$ cat src/rtl/clock_time_setter.sv
// Sequencer for the alarm clock's set interface: computes how many advance pulses
// each field needs to reach a target value and drives them minutes, hours, then day.
module clock_time_setter #(
  parameter int unsigned NS = 60,
  parameter int unsigned NH = 24,
  parameter int unsigned NW = 7
) (
  input  logic                  Pulse,
  input  logic                  Reset_n,
  input  logic                  Start,
  input  logic                  Mode,
  input  logic [$clog2(NS)-1:0] TgtMin,
  input  logic [$clog2(NH)-1:0] TgtHrs,
  input  logic [$clog2(NW)-1:0] TgtDay,
  input  logic [$clog2(NS)-1:0] CurMin,
  input  logic [$clog2(NH)-1:0] CurHrs,
  input  logic [$clog2(NW)-1:0] CurDay,
  output logic                  Timeset,
  output logic                  Alarmset,
  output logic                  Minadv,
  output logic                  Hrsadv,
  output logic                  Dayadv,
  output logic                  Busy,
  output logic                  Done,
  output logic                  Err
);

  localparam int unsigned WM = $clog2(NS);
  localparam int unsigned WH = $clog2(NH);
  localparam int unsigned WD = $clog2(NW);
  localparam int unsigned WMH = (WM > WH) ? WM : WH;
  localparam int unsigned CW = (WMH > WD) ? WMH : WD;

  localparam logic [WM:0] NsExt = (WM + 1)'(NS);
  localparam logic [WH:0] NhExt = (WH + 1)'(NH);
  localparam logic [WD:0] NwExt = (WD + 1)'(NW);

  typedef enum logic [2:0] {
    StIdle, StSetup, StMin, StHrs, StDay, StHold, StDone
  } state_e;

  state_e        state_q, state_d;
  logic          mode_q, mode_d;
  logic [WM-1:0] dm_q, dm_d;
  logic [WH-1:0] dh_q, dh_d;
  logic [WD-1:0] dd_q, dd_d;
  logic [CW-1:0] cnt_q, cnt_d;
  logic          err_d;

  logic [WM:0]   dm_w;
  logic [WH:0]   dh_w;
  logic [WD:0]   dd_w;
  logic          req_bad;

  state_e        after_min_st, after_hrs_st, after_day_st;
  logic [CW-1:0] after_min_cnt, after_hrs_cnt, after_day_cnt;

  logic          set_on;
  logic          timeset_d, alarmset_d, minadv_d, hrsadv_d, dayadv_d, busy_d, done_d;

  // Modular differences one bit wider than the field; a set top bit means negative.
  always_comb begin
    dm_w = {1'b0, TgtMin} - {1'b0, CurMin};
    if (dm_w[WM]) dm_w = dm_w + NsExt;
    dh_w = {1'b0, TgtHrs} - {1'b0, CurHrs};
    if (dh_w[WH]) dh_w = dh_w + NhExt;
    dd_w = {1'b0, TgtDay} - {1'b0, CurDay};
    if (dd_w[WD]) dd_w = dd_w + NwExt;
    if (Mode) dd_w = '0;
    req_bad = ({1'b0, TgtMin} >= NsExt) || ({1'b0, TgtHrs} >= NhExt) ||
              (!Mode && ({1'b0, TgtDay} >= NwExt));
  end

  // First phase with a non-zero count at or after each point; zero phases cost no cycle.
  always_comb begin
    if (dd_q != '0) begin
      after_day_st  = StDay;
      after_day_cnt = CW'(dd_q);
    end else begin
      after_day_st  = StHold;
      after_day_cnt = '0;
    end
    if (dh_q != '0) begin
      after_hrs_st  = StHrs;
      after_hrs_cnt = CW'(dh_q);
    end else begin
      after_hrs_st  = after_day_st;
      after_hrs_cnt = after_day_cnt;
    end
    if (dm_q != '0) begin
      after_min_st  = StMin;
      after_min_cnt = CW'(dm_q);
    end else begin
      after_min_st  = after_hrs_st;
      after_min_cnt = after_hrs_cnt;
    end
  end

  always_ff @(posedge Pulse or negedge Reset_n) begin
    if (!Reset_n) begin
      state_q <= StIdle;
      mode_q  <= 1'b0;
      dm_q    <= '0;
      dh_q    <= '0;
      dd_q    <= '0;
      cnt_q   <= '0;
    end else begin
      state_q <= state_d;
      mode_q  <= mode_d;
      dm_q    <= dm_d;
      dh_q    <= dh_d;
      dd_q    <= dd_d;
      cnt_q   <= cnt_d;
    end
  end

  always_comb begin
    state_d = state_q;
    mode_d  = mode_q;
    dm_d    = dm_q;
    dh_d    = dh_q;
    dd_d    = dd_q;
    cnt_d   = cnt_q;
    err_d   = 1'b0;
    unique case (state_q)
      StIdle: begin
        if (Start) begin
          if (req_bad) begin
            err_d = 1'b1;
          end else begin
            state_d = StSetup;
            mode_d  = Mode;
            dm_d    = dm_w[WM-1:0];
            dh_d    = dh_w[WH-1:0];
            dd_d    = dd_w[WD-1:0];
          end
        end
      end
      StSetup: begin
        state_d = after_min_st;
        cnt_d   = after_min_cnt;
      end
      StMin: begin
        if (cnt_q > CW'(1)) begin
          cnt_d = cnt_q - CW'(1);
        end else begin
          state_d = after_hrs_st;
          cnt_d   = after_hrs_cnt;
        end
      end
      StHrs: begin
        if (cnt_q > CW'(1)) begin
          cnt_d = cnt_q - CW'(1);
        end else begin
          state_d = after_day_st;
          cnt_d   = after_day_cnt;
        end
      end
      StDay: begin
        if (cnt_q > CW'(1)) begin
          cnt_d = cnt_q - CW'(1);
        end else begin
          state_d = StHold;
          cnt_d   = '0;
        end
      end
      StHold:  state_d = StDone;
      StDone:  state_d = StIdle;
      default: state_d = StIdle;
    endcase
  end

  // Outputs decode the upcoming state so that every output is a flop.
  always_comb begin
    set_on     = (state_d == StSetup) || (state_d == StMin) || (state_d == StHrs) ||
                 (state_d == StDay) || (state_d == StHold);
    timeset_d  = set_on && !mode_d;
    alarmset_d = set_on && mode_d;
    minadv_d   = (state_d == StMin);
    hrsadv_d   = (state_d == StHrs);
    dayadv_d   = (state_d == StDay);
    busy_d     = (state_d != StIdle);
    done_d     = (state_d == StDone);
  end

  always_ff @(posedge Pulse or negedge Reset_n) begin
    if (!Reset_n) begin
      Timeset  <= 1'b0;
      Alarmset <= 1'b0;
      Minadv   <= 1'b0;
      Hrsadv   <= 1'b0;
      Dayadv   <= 1'b0;
      Busy     <= 1'b0;
      Done     <= 1'b0;
      Err      <= 1'b0;
    end else begin
      Timeset  <= timeset_d;
      Alarmset <= alarmset_d;
      Minadv   <= minadv_d;
      Hrsadv   <= hrsadv_d;
      Dayadv   <= dayadv_d;
      Busy     <= busy_d;
      Done     <= done_d;
      Err      <= err_d;
    end
  end

endmodule

$ cat config.mk
export PLATFORM = sky130hd
export DESIGN_NAME = clock_time_setter
export DESIGN_NICKNAME = d
export VERILOG_FILES = /design/src/rtl/clock_time_setter.sv
export SDC_FILE = /design/constraint.sdc
export NUM_CORES = 1
export LEC_CHECK = 0
export ABC_AREA = 1
export BUFFER_PORTS_ARGS = -buffer_cell sky130_fd_sc_hd__buf_2
export CELL_PAD_IN_SITES_DETAIL_PLACEMENT = 0
export CELL_PAD_IN_SITES_GLOBAL_PLACEMENT = 2
export CORE_AREA = 2 2 87 89
export CTS_CLUSTER_SIZE = 28
export DETAILED_ROUTE_END_ITERATION = 8
export DIE_AREA = 0 0 89 91
export GPL_ROUTABILITY_DRIVEN = 0
export HOLD_SLACK_MARGIN = 0.06
export PLACE_DENSITY_LB_ADDON = 0.1
export SLEW_MARGIN = 5
export SYNTH_ARGS = -nofsm -noshare
export SYNTH_HDL_FRONTEND = slang
export SYNTH_SLANG_ARGS = --single-unit
$ cat constraint.sdc
create_clock -name Pulse -period 2.32 [get_ports Pulse]
set_input_delay 0.116 -clock Pulse [delete_from_list [all_inputs] [get_ports Pulse]]
set_output_delay 0.116 -clock Pulse [all_outputs]
set_load 0.05 [all_outputs]
==> flow_summary_export.csv, run 1 <==
group,metric,value,unit
status,outcome,"complete, no violations",
timing,fin_crit_sh,72.8,%
timing,setup_viol,0,
synth,synth_xor_area_share,4.23,%
clock_network,cts_post_setup_buffers_inserted,0,
floorplan,std_cell_rows,31,
cells_and_area,diodes,0,
cells_and_area,nets,425,
routing,via_count,2118,
routing,ant_nets,0,
timing,max_slew_margin,52.1,%
global_route,grt_start_max_net_pins,33,
synth,synth_async_sr_flop_share,100,%
floorplan,fp.coreArea,7140,um2
synth,synth.area.mux_share,0,%
timing,worstMarginPinSlew,0.719,ns
critical_path,start_kind,"flip-flop",
timing,drv_slew,0,
clock_network,cts_repair_resize_count,0,
placement,place.detailed.hpwl,4300,um
clock_network,cts_tree,"done",
routing,wl,5280,um
routing,firstDrtPassIters,4,
timing,max_freq,592,MHz
min_path,hold_class,"primary input to flip-flop",
synth,syn_area,2460,um2
critical_path,slowest_delay,0.41,ns
critical_path,rrSetupSlack,0.63,ns
pwr,ir_drop,0.298,mV
floorplan,dieHeight,91,um
global_route,antenna_found_initial,0,
global_route,grt_overflow,0,
pwr,p_int,1700,uW
synth,synth-compound-area-share,10.8,%
clock_network,cts.sinks,32,
synth,yosys_warnings,0,
cells_and_area,multi_input_area,1400,um2
placement,io_buffer_count,39,
placement,placed_cell_area,2760,um2
global_route,track_usage,14.3,%
routing,route.detailed.drc,0,
synth,synth_top_family_by_area,"simple AND/OR/NAND/NOR gates",
synth,synth_cells,327,
floorplan,dieArea,8100,um2
floorplan,start_util,34.4,%
critical_path,worstPathCellList,"inv_1, ha_1, inv_1, nand2_1, nand3_4, inv_4, nand3_1, nand2_1, inv_2, nor2_4, nand3_2, nand2_1, nor2_1",
global_route,grt_pass1_wl,9180,um
routing,routed_via_density,4.49,
cells_and_area,seq_area,801,um2
critical_path,endpoint_kind,"flip-flop",
pwr,p_sw_share,47.4,%
critical_path,crit_slowest_cell,"dfrtp_1",
pwr,power_leakage,0.00154,uW
clock_network,h-tree-depth,2,
pwr,p_clk_share,16.6,%
clock_network,cts-buffers-inserted,5,
critical_path,critPathKind,"flip-flop to flip-flop",
synth,synth_cell_types,35,
floorplan,io_pins,40,
synth,synth_edf_count,0,
floorplan,die_x,89,um
pwr,p_comb_share,52.5,%
job,cap_violations,0,
routing,wire_per_inst,11.2,um
synth,synthSimpleGateAreaFrac,30.3,%
clock_network,cts_root_buf,"clkbuf_8",
pwr,power.switching,1540,uW
clock_network,clk_latency,0.29,ns
critical_path,required,2.50,ns
synth,synth_nets,380,
cells_and_area,fin_area,2880,um2
critical_path,crit_path_frequent_cell,"nand2_1",
clock_network,clkTransAtPathRegs,0.07,ns
synth,syn_avg_cell_area,7.51,um2
timing,finalHoldViolCount,0,
cells_and_area,area_delta_synth_final,17.2,%
clock_network,hold_buffers,1,
synth,seq_area_frac_synth,32.6,%
synth,synth_seq_cells,32,
clock_network,cts_buffer_depth,2,
pwr,cellPowerDensity,1120,nW/um2
cells_and_area,fill_cells,790,
global_route,grt_pass1_vias,2051,
timing,rsz0062_at_grt,"false",
synth,synthAdderAreaFrac,11.6,%
timing,skew,0.00923,ns
routing,drt-initial-drc-count,66,
cells_and_area,drive_above_1_share,22.0,%
critical_path,critPathArrivalTime,1.87,ns
timing,setup-tns-final,0,ns
timing,period_minus_slack,1.69,ns
synth,ys.flop_type,"dfrtp_1",
critical_path,cp_max_fo,7,
pwr,pwr-share-seq,31.0,%
[cell families (layout without fill, tap and decap cells)]
family / Yosys count / count (layout)
XOR/XNOR: 11 / 11
AND/OR/NAND/NOR: 154 / 154
flip-flops: 32 / 32
adder cells (fa/ha/maj): 21 / 21
buffers and inverters: 64 / 110
AO/OA/AOI/OAI: 45 / 45
[placed cells by master, fill, tap and decap left out, types with 2 or more instances in the layout]
master / instances
a21oi_1: 12
buf_2: 39
clkbuf_8: 5
dfrtp_1: 32
fa_1: 3
ha_1: 18
inv_1: 51
inv_2: 9
inv_4: 2
nand2_1: 74
nand2_2: 4
nand3_1: 16
nand3_2: 3
nand3_4: 2
nand3b_1: 4
nand4_1: 6
nor2_1: 30
nor2_2: 5
nor2_4: 3
nor3_1: 4
nor3_2: 2
o211ai_1: 3
o21ai_0: 17
o21ai_1: 2
o22ai_1: 5
xnor2_1: 5
xor2_1: 5
[worst max-delay path, delay by kind of cell, from the launching register on]
family / cells / cell delay [ns]
fa+ha+maj: 1 / 0.20
buf+inv: 4 / 0.29
flops: 1 / 0.41
simple gates: 8 / 0.68
[metal layers]
| metal | wire length (um) | vias to the layer above | part of all wire, % | global-route usage (%) |
|---|---|---|---|---|
| met5 | 0 | - | 0 | 0 |
| met4 | 91 | 0 | 1.7 | 5.10 |
| met3 | 181 | 5 | 3.4 | 1.91 |
| met2 | 2400 | 41 | 45 | 22.3 |
| met1 | 2610 | 939 | 49 | 20.1 |
| li1 | - | 1133 | - | - |
[stage by stage]
step                      hold slack (ns)  setup WS (ns)  power [uW]  instances  util, %
after floorplan                    -0.180          0.775        2340        327        -
after global placement              0.209          0.530        2750        463     38.6
after detailed placement            0.217          0.531        2730        463     38.6
after CTS                           0.139          0.603        3270        472     40.3
after global routing                0.186          0.447        3550        472     40.3
final                               0.138          0.632        3240        472     40.3
[final cells by class]
| type | instances | area share (%) |
|---|---|---|
| well taps | 99 | 4.30 |
| inverters | 62 | 8.26 |
| flip-flops and latches | 32 | 27.8 |
| clock inverters | 3 | 1.48 |
| multi-input cells | 231 | 48.6 |
| clock buffers | 5 | 2.39 |
| repair buffers | 40 | 7.13 |
[worst paths after layout]
path | startpoint | endpoint | depth (start not counted)
max | cnt_q[0] | Alarmset | 13
min | CurMin[0] | dm_q[0] | 3
max reg2reg | cnt_q[0] | Alarmset | 13
min reg2reg | mode_q | mode_q | 2
max in group asynchronous | Reset_n | state_q[2] | 2
min in group asynchronous | Reset_n | cnt_q[5] | 2
[flip-flops by register name, indices dropped and copies added, names as in the netlist, 3 cells and up]
register  flops
dh_q          5
dd_q          3
cnt_q         6
dm_q          6
state_q       3
[synthesized netlist by cell type, drive strengths merged, types with 3 or more instances]
master	instances	area share [%]
nand3b	4	1.2
fa	3	2.4
xnor2	5	1.8
ha	18	9.2
xor2	6	2.4
o21ai	21	4.9
nand3	21	5.9
nor3	6	1.6
nand4	6	1.5
o211ai	3	0.92
dfrtp	32	33
o22ai	5	1.3
a21oi	13	2.8
nor2	38	7.2
inv	62	9.7
nand2	79	13
[power by group through the flow]
stage	logic (uW)	registers, uW	clock network (uW)
2_1_floorplan	1230	1110	0
3_3_place_gp	1740	1010	0
3_5_place_dp	1710	1020	0
4_1_cts	1720	1010	549
5_1_grt	1950	1040	563
6_report	1700	1000	536
No activity file was read; power rests on OpenSTA's default activity.
==> inputs of run 2 (changes only) <==
Settings changed: ABC_AREA 1 to 0, CORE_AREA 2 2 87 89 to 2 2 91 93, DIE_AREA 0 0 89 91 to 0 0 93 95.
Clock period 2.32 ns to 1.4 ns, I/O delays scaled along.
==> run 2 against run 1 <==
  * The flow now finishes with violations (negative setup slack)
  * Non-clock buffer count grew 79
  * Count of clock-buffer cells in the layout grew 3
  * Flip-flop and latch count is the same
  * Sequential share of layout area shrank 5.7 points
  * Die area grew 9.1%
  * Synthesized cell count shrank 17%
  * Largest power group unchanged
==> flow_summary_export.csv, run 2 <==
group,metric,value,unit
timing,finalHoldViolCount,0,
synth,syn_avg_cell_area,8.78,um2
synth,synth_cells,270,
routing,met1_length,2980,um
synth,syn_area,2370,um2
critical_path,critPathArrivalTime,1.94,ns
routing,wl_met2,3070,um
clock_network,clkTransAtPathRegs,0.07,ns
synth,ys.flop_type,"dfrtp_1",
global_route,grt_start_max_net_pins,33,
routing,ant_nets,0,
timing,layout_setup_ws,-0.344,ns
cells_and_area,diodes,0,
critical_path,endpoint_kind,"flip-flop",
status,outcome,"finished, violations left",
pwr,power_leakage,0.00174,uW
clock_network,clk_latency,0.27,ns
job,cap_violations,0,
timing,drv_slew,0,
clock_network,cts-buffers-inserted,5,
cells_and_area,final_cell_mix,"buf_4, buf_2, dfrtp_1, nand2_1, inv_1",
floorplan,die_x,93,um
synth,yosys_warnings,0,
global_route,grt_overflow,0,
clock_network,cts.sinks,32,
critical_path,start_kind,"flip-flop",
global_route,track_usage,15.2,%
routing,via_count,2291,
synth,synth_cell_types,57,
cells_and_area,nets,442,
clock_network,h-tree-depth,2,
global_route,antenna_found_initial,0,
synth,synthTopCellsByCount,"dfrtp_1, inv_1, nand2_1",
pwr,cellPowerDensity,1800,nW/um2
timing,worstMarginPinSlew,0.410,ns
timing,period_minus_slack,1.74,ns
floorplan,std_cell_rows,33,
synth,yosysMostFrequentCell,"dfrtp_1",
placement,dp.cells,473,
min_path,hold_class,"primary input to flip-flop",
routing,met3WireLength,144,um
timing,hold_ws,0.100,ns
placement,io_buffer_count,39,
pwr,ir_drop,0.497,mV
clock_network,cts_buffer_depth,2,
synth,synth_seq_cells,32,
timing,max_slew_margin,72.6,%
routing,firstDrtPassIters,4,
critical_path,required,1.60,ns
global_route,grt_pass1_vias,2357,
floorplan,start_util,29.9,%
synth,synth_async_sr_flop_share,100,%
clock_network,cts_root_buf,"clkbuf_8",
floorplan,dieArea,8840,um2
timing,fin_crit_sh,125,%
synth,synth.area.top_cells,"dfrtp_1, ha_1, o21ai_0, inv_1, nand2_1",
pwr,finalPower,6540,uW
timing,setup_viol,31,
status,failed_checks,"negative setup slack",
synth,synth_edf_count,0,
routing,drt-initial-drc-count,71,
critical_path,cp_max_fo,4,
routing,route.detailed.drc,0,
routing,wire_per_inst,12.6,um
routing,dr.max_layer_used,"met4",
cells_and_area,area_delta_synth_final,53.0,%
floorplan,io_pins,40,
cells_and_area,reg.largest.list,"cnt_q (6), dm_q (6), dh_q (5)",
timing,max_freq,573,MHz
floorplan,dieHeight,95,um
routing,wl,6240,um
synth,yosysTopAreaCellShare,33.8,%
timing,skew,0.00504,ns
critical_path,critPathKind,"flip-flop to flip-flop",
cells_and_area,drive_above_1_share,46.4,%
synth,synth_top_area_cell,"dfrtp_1",
timing,rsz0062_at_grt,"true",
global_route,grt_pass1_wl,10800,um
synth,seq_area_frac_synth,33.8,%
clock_network,cts_tree,"done",
routing,routed_via_density,4.63,
cells_and_area,stdcell_count,495,
cells_and_area,layout_commonest_cell,"buf_4",
floorplan,fp.coreArea,7930,um2
placement,place.detailed.hpwl,4970,um
synth,synth_nets,323,
==> run 2: cell count changes after synthesis, moves of 8 or more <==
cell	change
inv_1	-23
inv_2	-8
nand2_1	-48
nand3_1	-13
nor2_1	-9
nor2b_1	+8
==> run 2: where the power goes <==
| group | internal [uW] | switching [uW] |
|---|---|---|
| clock | 401 | 320 |
| sequential | 1320 | 287 |
| combinational | 2090 | 2120 |
| total | 3810 | 2730 |
==> run 2: routing by layer <==
| layer | global-route usage (%) | vias up |
|---|---|---|
| met2 | 27.1 | 30 |
| met1 | 19.6 | 1072 |
| met4 | 3.43 | 0 |
| li1 | - | 1187 |
| met3 | 2.31 | 2 |
| met5 | 0 | - |
==> run 2: path summary, 6_finish.rpt <==
path / start / endpoint / slack [ns] / cells after the start
worst max-delay path: dh_q[1] / Dayadv / -0.34 / 6
worst min-delay path: CurHrs[0] / dh_q[0] / 0.10 / 3
worst max register to register: dh_q[1] / Dayadv / -0.34 / 6
worst min register to register: mode_q / mode_q / 0.50 / 2
max in group asynchronous: Reset_n / state_q[2] / 0.73 / 3
min in group asynchronous: Reset_n / Hrsadv / 0.36 / 3
==> run 2: critical path, cell delays in order, from the launching register on <==
cell and delay, ns:
dfrtp_1 0.38, or4_4 0.58, o21ai_4 0.20, a31oi_2 0.11
nor3_2 0.18, inv_2 0.08, nor3b_2 0.15
==> run 2: final cells by class <==
class                   count  area [um2]
well taps                 105         131
flip-flops and latches     32         802
inverters                  29         116
fillers                   813        4300
multi-input cells         202        1650
repair buffers            119         832
clock buffers               8        90.1
==> run 2: what timing repair did <==
item                       4_1_cts  5_1_grt
pin swaps                       12       11
gates resized for setup         26       10
buffers inserted                 7        4
setup endpoints to repair       30       32
hold buffers                     2        0
hold endpoints to repair        33        0
cloned                           1        0
==> run 2: stage by stage <==
step,setup TNS [ns],util (%),instance area (um2),setup slack [ns]
2_1_floorplan,-2.01,-,2500,-0.246
3_3_place_gp,-5.48,41.2,3270,-0.404
3_5_place_dp,-5.74,41.2,3270,-0.415
4_1_cts,-4.79,44.9,3560,-0.346
5_1_grt,-7.25,45.7,3630,-0.400
6_report,-4.57,45.7,3630,-0.344
==> run 2: cells by family after synthesis <==
family	after synthesis	synth area share, %
and+or+nand+nor	95	21.6
AOI/OAI and AO/OA	71	20.5
buffers and inverters	36	6.18
DFF	32	33.8
adders and majority gates	21	12.0
xor gates and xnor gates	12	4.44
muxes	3	1.37
==> inputs of run 3 (changes only) <==
Settings changed: PLACE_DENSITY set to 0.75, PLACE_DENSITY_LB_ADDON 0.1 to not set.
==> run 3 against run 2 <==
  * The flow still finishes with violations (negative setup slack)
  * Sequential power hardly changed
  * Combinational power is 6.2% higher
  * Clock skew is 0.00098 ns lower
  * Worst setup slack better by 0.019 ns
  * Via count is 3.0% higher
==> flow_summary_export.csv, run 3 (synthesis results as in run 2) <==
group,metric,value,unit
status,outcome,"finished, violations left",
status,failed_checks,"negative setup slack",
timing,skew,0.00406,ns
timing,max_freq,580,MHz
timing,rsz0062_at_grt,"true",
global_route,grt_start_max_net_pins,18,
clock_network,cts_tree,"done",
critical_path,critPathArrivalTime,1.93,ns
timing,drv_slew,0,
floorplan,start_util,29.9,%
cells_and_area,layout_commonest_cell,"buf_4",
placement,io_buffer_count,39,
cells_and_area,drive_above_1_share,49.5,%
pwr,cellPowerDensity,1810,nW/um2
clock_network,cts-buffers-inserted,5,
critical_path,crit_slowest_cell,"or4_4",
critical_path,worstPathCellList,"or4_4, o21ai_4, a31oi_2, nor3_2, inv_2, nor3b_2",
floorplan,fp.coreArea,7930,um2
timing,setup_viol,27,
critical_path,required,1.61,ns
routing,drt-initial-drc-count,85,
pwr,ir_drop,0.577,mV
clock_network,cts.sinks,32,
placement,place.detailed.hpwl,4870,um
clock_network,cts_root_buf,"clkbuf_8",
floorplan,std_cell_rows,33,
clock_network,h-tree-depth,2,
timing,max_slew_margin,75.2,%
global_route,antenna_found_initial,0,
cells_and_area,fill_cells,796,
critical_path,slowest_delay,0.58,ns
routing,wire_per_inst,12.3,um
critical_path,critPathLaunch,"dh_q[1]",
floorplan,dieArea,8840,um2
critical_path,endpoint_kind,"flip-flop",
critical_path,reg2reg_from,"dh_q[1]",
cells_and_area,reg.largest.list,"cnt_q (6), dm_q (6), dh_q (5)",
clock_network,clk_latency,0.28,ns
timing,period_minus_slack,1.73,ns
cells_and_area,diodes,0,
min_path,hold_start,"CurMin[0]",
global_route,grt_overflow,0,
timing,finalHoldViolCount,0,
routing,firstDrtPassIters,4,
routing,route.detailed.drc,0,
routing,ant_nets,0,
placement,pre_cts_slack,-0.410,ns
routing,routed_via_density,4.79,
floorplan,die_x,93,um
clock_network,cts_buffer_depth,2,
floorplan,io_pins,40,
timing,setup-tns-final,-3.77,ns
cells_and_area,area_delta_synth_final,58.3,%
job,cap_violations,0,
timing,worstMarginPinSlew,0.373,ns
routing,via_count,2360,
timing,layout_setup_ws,-0.325,ns
cells_and_area,nets,440,
critical_path,critPathKind,"flip-flop to flip-flop",
floorplan,dieHeight,95,um
routing,wl,6060,um
clock_network,clkTransAtPathRegs,0.06,ns
pwr,power_leakage,0.00179,uW
cells_and_area,final_cell_mix,"buf_4, buf_2, dfrtp_1, inv_1, nand2_1",
global_route,grt_pass1_wl,10600,um
timing,fin_crit_sh,123,%
min_path,hold_class,"primary input to flip-flop",
global_route,grt_pass1_vias,2351,
critical_path,cp_max_fo,3,
critical_path,start_kind,"flip-flop",
global_route,track_usage,15.1,%
-- run 3: final cells by class --
| class | instances | area [um2] | area share (%) |
|---|---|---|---|
| multi-input combinational | 202 | 1720 | 45.8 |
| timing repair buffer | 117 | 888 | 23.7 |
| sequential | 32 | 803 | 21.4 |
| tap | 105 | 131 | 3.50 |
| inverter | 29 | 121 | 3.23 |
| clock buffer | 8 | 90.1 | 2.40 |
-- run 3: where the power goes --
group,internal (uW),switching (uW)
sequential,1330,287
clock,400,318
combinational,2260,2210
total,3990,2820
-- run 3: final timing paths --
path | cells after the start | slack, ns | end
min in group asynchronous | 2 | 0.22 | Err
max | 6 | -0.33 | Dayadv
min | 3 | 0.07 | dm_q[0]
min reg2reg | 2 | 0.50 | mode_q
max reg2reg | 6 | -0.33 | Dayadv
max in group asynchronous | 3 | 0.77 | dh_q[4]
-- run 3: what timing repair did --
item                                    4_1_cts  5_1_grt
resized for setup                            58       13
pin swaps                                    26       10
endpoints found under the setup margin       28       30
cloned                                        2        0
hold buffers                                  2        0
buffers inserted                             10        4
hold endpoints to repair                     33        0
-- run 3: through the flow --
stage	util [%]	power (uW)	std cells	instance area [um2]	hold slack, ns
detailed placement	40.9	5220	468	3240	0.0102
finish	47.3	6810	493	3750	0.0735
global route	47.3	7390	493	3750	0.0736
floorplan	-	3760	270	2500	-0.226
CTS	46.4	6720	490	3680	0.0617
global placement	40.9	5190	468	3240	0.00482
-- run 3: critical path, delay by kind of cell (launching register included) --
family	cells	cell delay [ns]
flip-flops	1	0.38
AO/OA/AOI/OAI	2	0.29
AND/OR/NAND/NOR	3	0.90
buffers and inverters	1	0.08
-- run 3: layer usage --
metal	GRT usage (%)	wire length, um	vias to the layer above
li1	-	-	1190
met1	19.1	2660	1119
met2	26.3	3090	43
met3	1.92	203	8
met4	5.51	107	0
met5	0	0	-
